$ cat src/rtl/seq_serializer.sv
// Parallel-to-serial framer feeding a downstream bit-serial detector, MSB first.
// Latency: word accepted at edge E drives its MSB on x after edge E+1; all outputs registered.
// Backpressure: one-word holding register; in_ready low while it is full, so offered words simply wait.
// Optional feature: define SER_PARITY_EN to append an even-parity bit (frame becomes WIDTH+1 bits).
module seq_serializer #(
    parameter int   WIDTH    = 8,
    parameter logic IDLE_VAL = 1'b0
) (
    input  logic             clk,
    input  logic             reset,
    input  logic [WIDTH-1:0] in_data,
    input  logic             in_valid,
    output logic             in_ready,
    output logic             x,
    output logic             x_valid,
    output logic             busy,
    output logic             frame_done
);

    localparam int CNT_W = $clog2(WIDTH);
    localparam logic [CNT_W-1:0] CNT_LAST = CNT_W'(WIDTH - 1);

`ifdef SER_PARITY_EN
    typedef enum logic [1:0] {
        ST_IDLE   = 2'd0,
        ST_SHIFT  = 2'd1,
        ST_PARITY = 2'd2
    } state_t;
`else
    typedef enum logic [1:0] {
        ST_IDLE  = 2'd0,
        ST_SHIFT = 2'd1
    } state_t;
`endif

    state_t           state_q, state_d;
    logic [WIDTH-1:0] hold_q, hold_d;
    logic             hold_full_q, hold_full_d;
    logic [WIDTH-1:0] shift_q, shift_d;
    logic [CNT_W-1:0] cnt_q, cnt_d;
`ifdef SER_PARITY_EN
    logic             par_q, par_d;
`endif

    // Registered outputs; their next values are decoded from the next state
    logic             x_q, x_d;
    logic             x_valid_q, x_valid_d;
    logic             busy_q, busy_d;
    logic             frame_done_q, frame_done_d;
    logic             in_ready_q, in_ready_d;

    logic             accept;
    logic             load;

    // A word is taken only when the registered ready says holding is empty.
    // Ready is low for the first cycle after reset, so no word is lost there.
    assign accept = in_valid & in_ready_q;

    // Next-state logic: frame sequencing, holding-to-shift transfer and acceptance
    always_comb begin
        state_d     = state_q;
        hold_d      = hold_q;
        hold_full_d = hold_full_q;
        shift_d     = shift_q;
        cnt_d       = cnt_q;
`ifdef SER_PARITY_EN
        par_d       = par_q;
`endif
        load        = 1'b0;

        case (state_q)
            ST_IDLE: begin
                if (hold_full_q) begin
                    load = 1'b1;
                end
            end
            ST_SHIFT: begin
                if (cnt_q != '0) begin
                    shift_d = {shift_q[WIDTH-2:0], 1'b0};
                    cnt_d   = cnt_q - CNT_W'(1);
                end else begin
`ifdef SER_PARITY_EN
                    state_d = ST_PARITY;
`else
                    // Last data bit: chain straight into a waiting word, no gap
                    if (hold_full_q) begin
                        load = 1'b1;
                    end else begin
                        state_d = ST_IDLE;
                    end
`endif
                end
            end
`ifdef SER_PARITY_EN
            ST_PARITY: begin
                if (hold_full_q) begin
                    load = 1'b1;
                end else begin
                    state_d = ST_IDLE;
                end
            end
`endif
            default: begin
                state_d = ST_IDLE;
            end
        endcase

        // Frame start: move the held word into the shifter and free holding
        if (load) begin
            state_d     = ST_SHIFT;
            shift_d     = hold_q;
            cnt_d       = CNT_LAST;
            hold_full_d = 1'b0;
`ifdef SER_PARITY_EN
            par_d       = ^hold_q;
`endif
        end

        // Accept needs holding empty and load needs it full, so they never
        // collide on the same edge.
        if (accept) begin
            hold_d      = in_data;
            hold_full_d = 1'b1;
        end
    end

    // Output decode from next state so every output comes straight off a flop
    always_comb begin
        x_d          = IDLE_VAL;
        x_valid_d    = 1'b0;
        frame_done_d = 1'b0;
        busy_d       = (state_d != ST_IDLE) || hold_full_d;
        in_ready_d   = ~hold_full_d;

        case (state_d)
            ST_SHIFT: begin
                x_d       = shift_d[WIDTH-1];
                x_valid_d = 1'b1;
`ifndef SER_PARITY_EN
                frame_done_d = (cnt_d == '0);
`endif
            end
`ifdef SER_PARITY_EN
            ST_PARITY: begin
                x_d          = par_d;
                x_valid_d    = 1'b1;
                frame_done_d = 1'b1;
            end
`endif
            default: begin
                x_d       = IDLE_VAL;
                x_valid_d = 1'b0;
            end
        endcase
    end

    // Control and datapath state; reset aborts any frame and drops the held word
    always_ff @(posedge clk or negedge reset) begin
        if (!reset) begin
            state_q     <= ST_IDLE;
            hold_q      <= '0;
            hold_full_q <= 1'b0;
            shift_q     <= '0;
            cnt_q       <= '0;
`ifdef SER_PARITY_EN
            par_q       <= 1'b0;
`endif
        end else begin
            state_q     <= state_d;
            hold_q      <= hold_d;
            hold_full_q <= hold_full_d;
            shift_q     <= shift_d;
            cnt_q       <= cnt_d;
`ifdef SER_PARITY_EN
            par_q       <= par_d;
`endif
        end
    end

    // Output registers; in_ready stays low during reset and rises on the first edge after
    always_ff @(posedge clk or negedge reset) begin
        if (!reset) begin
            x_q          <= IDLE_VAL;
            x_valid_q    <= 1'b0;
            busy_q       <= 1'b0;
            frame_done_q <= 1'b0;
            in_ready_q   <= 1'b0;
        end else begin
            x_q          <= x_d;
            x_valid_q    <= x_valid_d;
            busy_q       <= busy_d;
            frame_done_q <= frame_done_d;
            in_ready_q   <= in_ready_d;
        end
    end

    assign x          = x_q;
    assign x_valid    = x_valid_q;
    assign busy       = busy_q;
    assign frame_done = frame_done_q;
    assign in_ready   = in_ready_q;

endmodule

$ cat config.mk
export PLATFORM = sky130hd
export DESIGN_NAME = seq_serializer
export DESIGN_NICKNAME = d
export VERILOG_FILES = /design/src/rtl/seq_serializer.sv
export SDC_FILE = /design/constraint.sdc
export NUM_CORES = 1
export LEC_CHECK = 0
export ABC_AREA = 0
export BUFFER_PORTS_ARGS = -buffer_cell sky130_fd_sc_hd__buf_2
export CAP_MARGIN = 10
export CORE_UTILIZATION = 50
export DETAILED_ROUTE_END_ITERATION = 12
export PLACE_DENSITY = 0.77
export SYNTH_ARGS = -nofsm -noshare
export SYNTH_HDL_FRONTEND = slang
export SYNTH_SLANG_ARGS = --single-unit
$ cat constraint.sdc
create_clock -name clk -period 1.7 [get_ports clk]
set_input_delay 0.34 -clock clk [delete_from_list [all_inputs] [get_ports clk]]
set_output_delay 0.34 -clock clk [all_outputs]
set_load 0.005 [all_outputs]
==> flow_metrics.py <==
metrics = {
    "status": {
        "run_status": "finished clean",
    },
    "placed_design": {
        "port_buffers": 15,
        "dp_hpwl_um": 1350,
        "dp.cells": 137,
        "gp_congestion": 0.821,
        "place_worst_setup_slack_ns": 0.115,
    },
    "timing": {
        "rsz0062_at_grt": "false",
        "fin_worst_skew_ns": 0.00357,
        "fin_setup_tns_ns": 0,
        "min_period_ns": 1.55,
        "timing.hold.ws_ns": 0.237,
        "worstMarginPinSlew_ns": 0.551,
        "slew_violations": 0,
        "clock.fmax_mhz": 645,
        "hold_viol": 0,
        "setup_viol": 0,
        "fin_crit_sh_pct": 91.2,
        "setup_slack_ns": 0.149,
        "max_slew_margin_pct": 63.3,
    },
    "logic_synthesis": {
        "synth_area_per_cell_um2": 11.7,
        "synth_area_um2": 1170,
        "synth_xor_area_share_pct": 0,
        "ys_types": 27,
        "syn_inst": 100,
        "ys.flop_type": "dfrtp_1",
        "synth_edf_count": 0,
        "yosys.area_share.simple_pct": 13.4,
        "yosys_warnings": 0,
        "synth_common_cells": "dfrtp_1, inv_1, nand2_1, mux2_2, nand4b_1",
        "async_reset_ff_share_pct": 100,
        "muxShareOfSynthArea_pct": 7.71,
        "synthesis.nets": 113,
        "synth_top_cell_area_share_pct": 55.7,
        "ys_ff_latch": 26,
        "synthAdderAreaFrac_pct": 2.14,
        "synth_area_leader_cell": "dfrtp_1",
        "yosys.cell_count.top_type": "dfrtp_1",
        "yosysSeqAreaShare_pct": 55.7,
        "synth-compound-area-share_pct": 13.3,
        "yosys-top-cells-area": "dfrtp_1, mux2_2, nand4b_1",
        "synth_top_family_by_area": "simple AND/OR/NAND/NOR gates",
    },
    "global_routing": {
        "antenna_found_initial": 0,
        "top_usage_layer": "met2",
        "grt_pass1_wl_um": 3260,
        "met1_usage_pct": 23.3,
        "grt_max_degree": 27,
        "gr-usage-all-layers_pct": 17.7,
        "grt_overflow": 0,
        "use_met3_pct": 6.36,
        "grt_pass1_vias": 740,
        "grt_util_met2_pct": 27.8,
    },
    "critical_path": {
        "path_cells": "inv_1 -> ha_1 -> and2b_4 -> o22ai_2 -> o221ai_1",
        "cp_max_fo": 10,
        "slowest_delay_ns": 0.35,
        "crit_path_end_kind": "flop",
        "critPathSlowestCell": "dfrtp_1",
        "cp-start-kind": "flop",
        "cp_data_arrival_time_ns": 1.75,
        "worstPathRequired_ns": 1.90,
        "critPathTopFamily": "compound AO/OA/AOI/OAI gates",
        "cp.buffers_inverters": 1,
        "crit_type": "reg -> reg",
    },
    "min_path": {
        "worstHoldPathType": "in -> reg",
    },
    "cts": {
        "cts_buffer_depth": 2,
        "clk_pin_slew_ns": 0.13,
        "numCtsBuffers": 3,
        "post-cts-setup-buffers": 0,
        "htreeDepth": 1,
        "cts_tree": "built",
        "root_buffer": "clkbuf_4",
        "cts_sinks": 26,
        "clk_latency_ns": 0.32,
    },
    "route": {
        "routed_via_density": 5.45,
        "dr.pass1.iters": 4,
        "wl_um": 1920,
        "drt-wirelength-per-cell_um": 13.5,
        "drtIter0Drc": 7,
        "dr_total_vias": 774,
        "route.detailed.drc": 0,
        "drtAntennaViolNets": 0,
    },
    "die": {
        "die_w_um": 50.3,
        "rows": 17,
        "coreArea_um2": 2210,
        "die_area_um2": 2530,
        "fp.dieH_um": 50.3,
        "start_util_pct": 52.8,
        "io_pins": 16,
    },
    "final_layout": {
        "nets": 128,
        "antenna_cells": 0,
        "final_layout_size_suffix_gt1_share_pct": 28.1,
        "fill_cells": 210,
        "instances_no_fill": 142,
        "syn_to_final_growth_pct": 11.7,
    },
    "power_and_ir_drop": {
        "peakVddDrop_uv": 963,
        "p_total_w": 0.00212,
        "p_leak_nw": 0.586,
        "power_density_nw_per_um2": 1620,
    },
    "job": {
        "drv_cap": 0,
    },
}
[power breakdown]
part / switching, W / internal (W) / leakage [nW]
clock: 0.000181 / 0.000239 / 0.0279
sequential: 0.000150 / 0.000876 / 0.313
combinational: 0.000339 / 0.000333 / 0.246
[state kept, by name, indices dropped and copies added (netlist names)]
name	count
in_ready	1
cnt_q	3
shift_q	7
frame_done	1
hold_q	8
x_valid	1
x	1
hold_full_q	1
busy	1
state_q	2
[cells by family (layout without fill, tap and decap cells)]
group,count (synthesis),in the layout
flip-flops,26,26
AND/OR/NAND/NOR,25,25
AO/OA/AOI/OAI,20,20
buffers and inverters,18,32
multiplexers,8,8
adder cells (fa/ha/maj),2,2
other,1,1
[per-layer routing]
metal	vias to the layer above	part of all wire, %
met5	-	0
met4	0	1.4
met3	5	3.8
met2	14	47
met1	375	47
li1	380	-
[cell usage in the layout, fill, tap and decap left out]
master / instances
nand3_1: 1
nand2_1: 9
a21oi_1: 2
inv_1: 11
o22ai_1: 2
nand2b_1: 1
buf_4: 1
and2b_4: 1
nor2b_1: 2
dfrtp_1: 26
nor4b_1: 1
dlygate4sd3_1: 1
o221ai_1: 6
nand4b_1: 7
bufinv_16: 1
buf_2: 15
conb_1: 1
ha_1: 2
o21ai_1: 2
o22ai_2: 1
clkbuf_4: 3
o21a_1: 2
a211o_1: 1
a21o_1: 1
a31oi_1: 1
mux2_2: 8
a211oi_2: 1
o211ai_1: 1
and2_1: 2
nand2b_2: 1
[timing repair]
item,4_1_cts,5_1_grt
resized for setup,0,1
endpoints found under the hold margin,26,0
hold buffers,1,0
setup endpoints to repair,0,6
[final cells by class]
class	count	area (um^2)	share of cell area, %
Sequential cell	26	651	49.9
Multi-Input combinational cell	56	433	33.2
Timing Repair Buffer	17	92.6	7.09
Inverter	11	41.3	3.16
Tap cell	28	35.0	2.68
Clock inverter	1	30.0	2.30
Clock buffer	3	22.5	1.73
[worst paths after layout]
path / start / end / slack (ns) / depth (start not counted)
worst max register to register: cnt_q[0] / shift_q[6] / 0.15 / 5
max in group asynchronous: reset / hold_q[1] / 0.82 / 2
min in group asynchronous: reset / frame_done / 0.52 / 2
worst min register to register: cnt_q[1] / cnt_q[1] / 0.51 / 1
worst max-delay path: cnt_q[0] / shift_q[6] / 0.15 / 5
worst min-delay path: in_data[5] / hold_q[5] / 0.24 / 2
[worst reg2reg max path, cell delays in order, from the launching register on]
cell	delay, ns
dfrtp_1	0.35
inv_1	0.09
ha_1	0.27
and2b_4	0.19
o22ai_2	0.35
o221ai_1	0.17
[per-stage QoR]
stage / area, um^2 / utilization (%)
3_5_place_dp: 1240 / 56.1
4_1_cts: 1300 / 58.9
6_report: 1310 / 59.0
2_1_floorplan: 1170 / -
5_1_grt: 1310 / 59.0
3_3_place_gp: 1240 / 56.1
No activity file was read; power rests on OpenSTA's default activity.
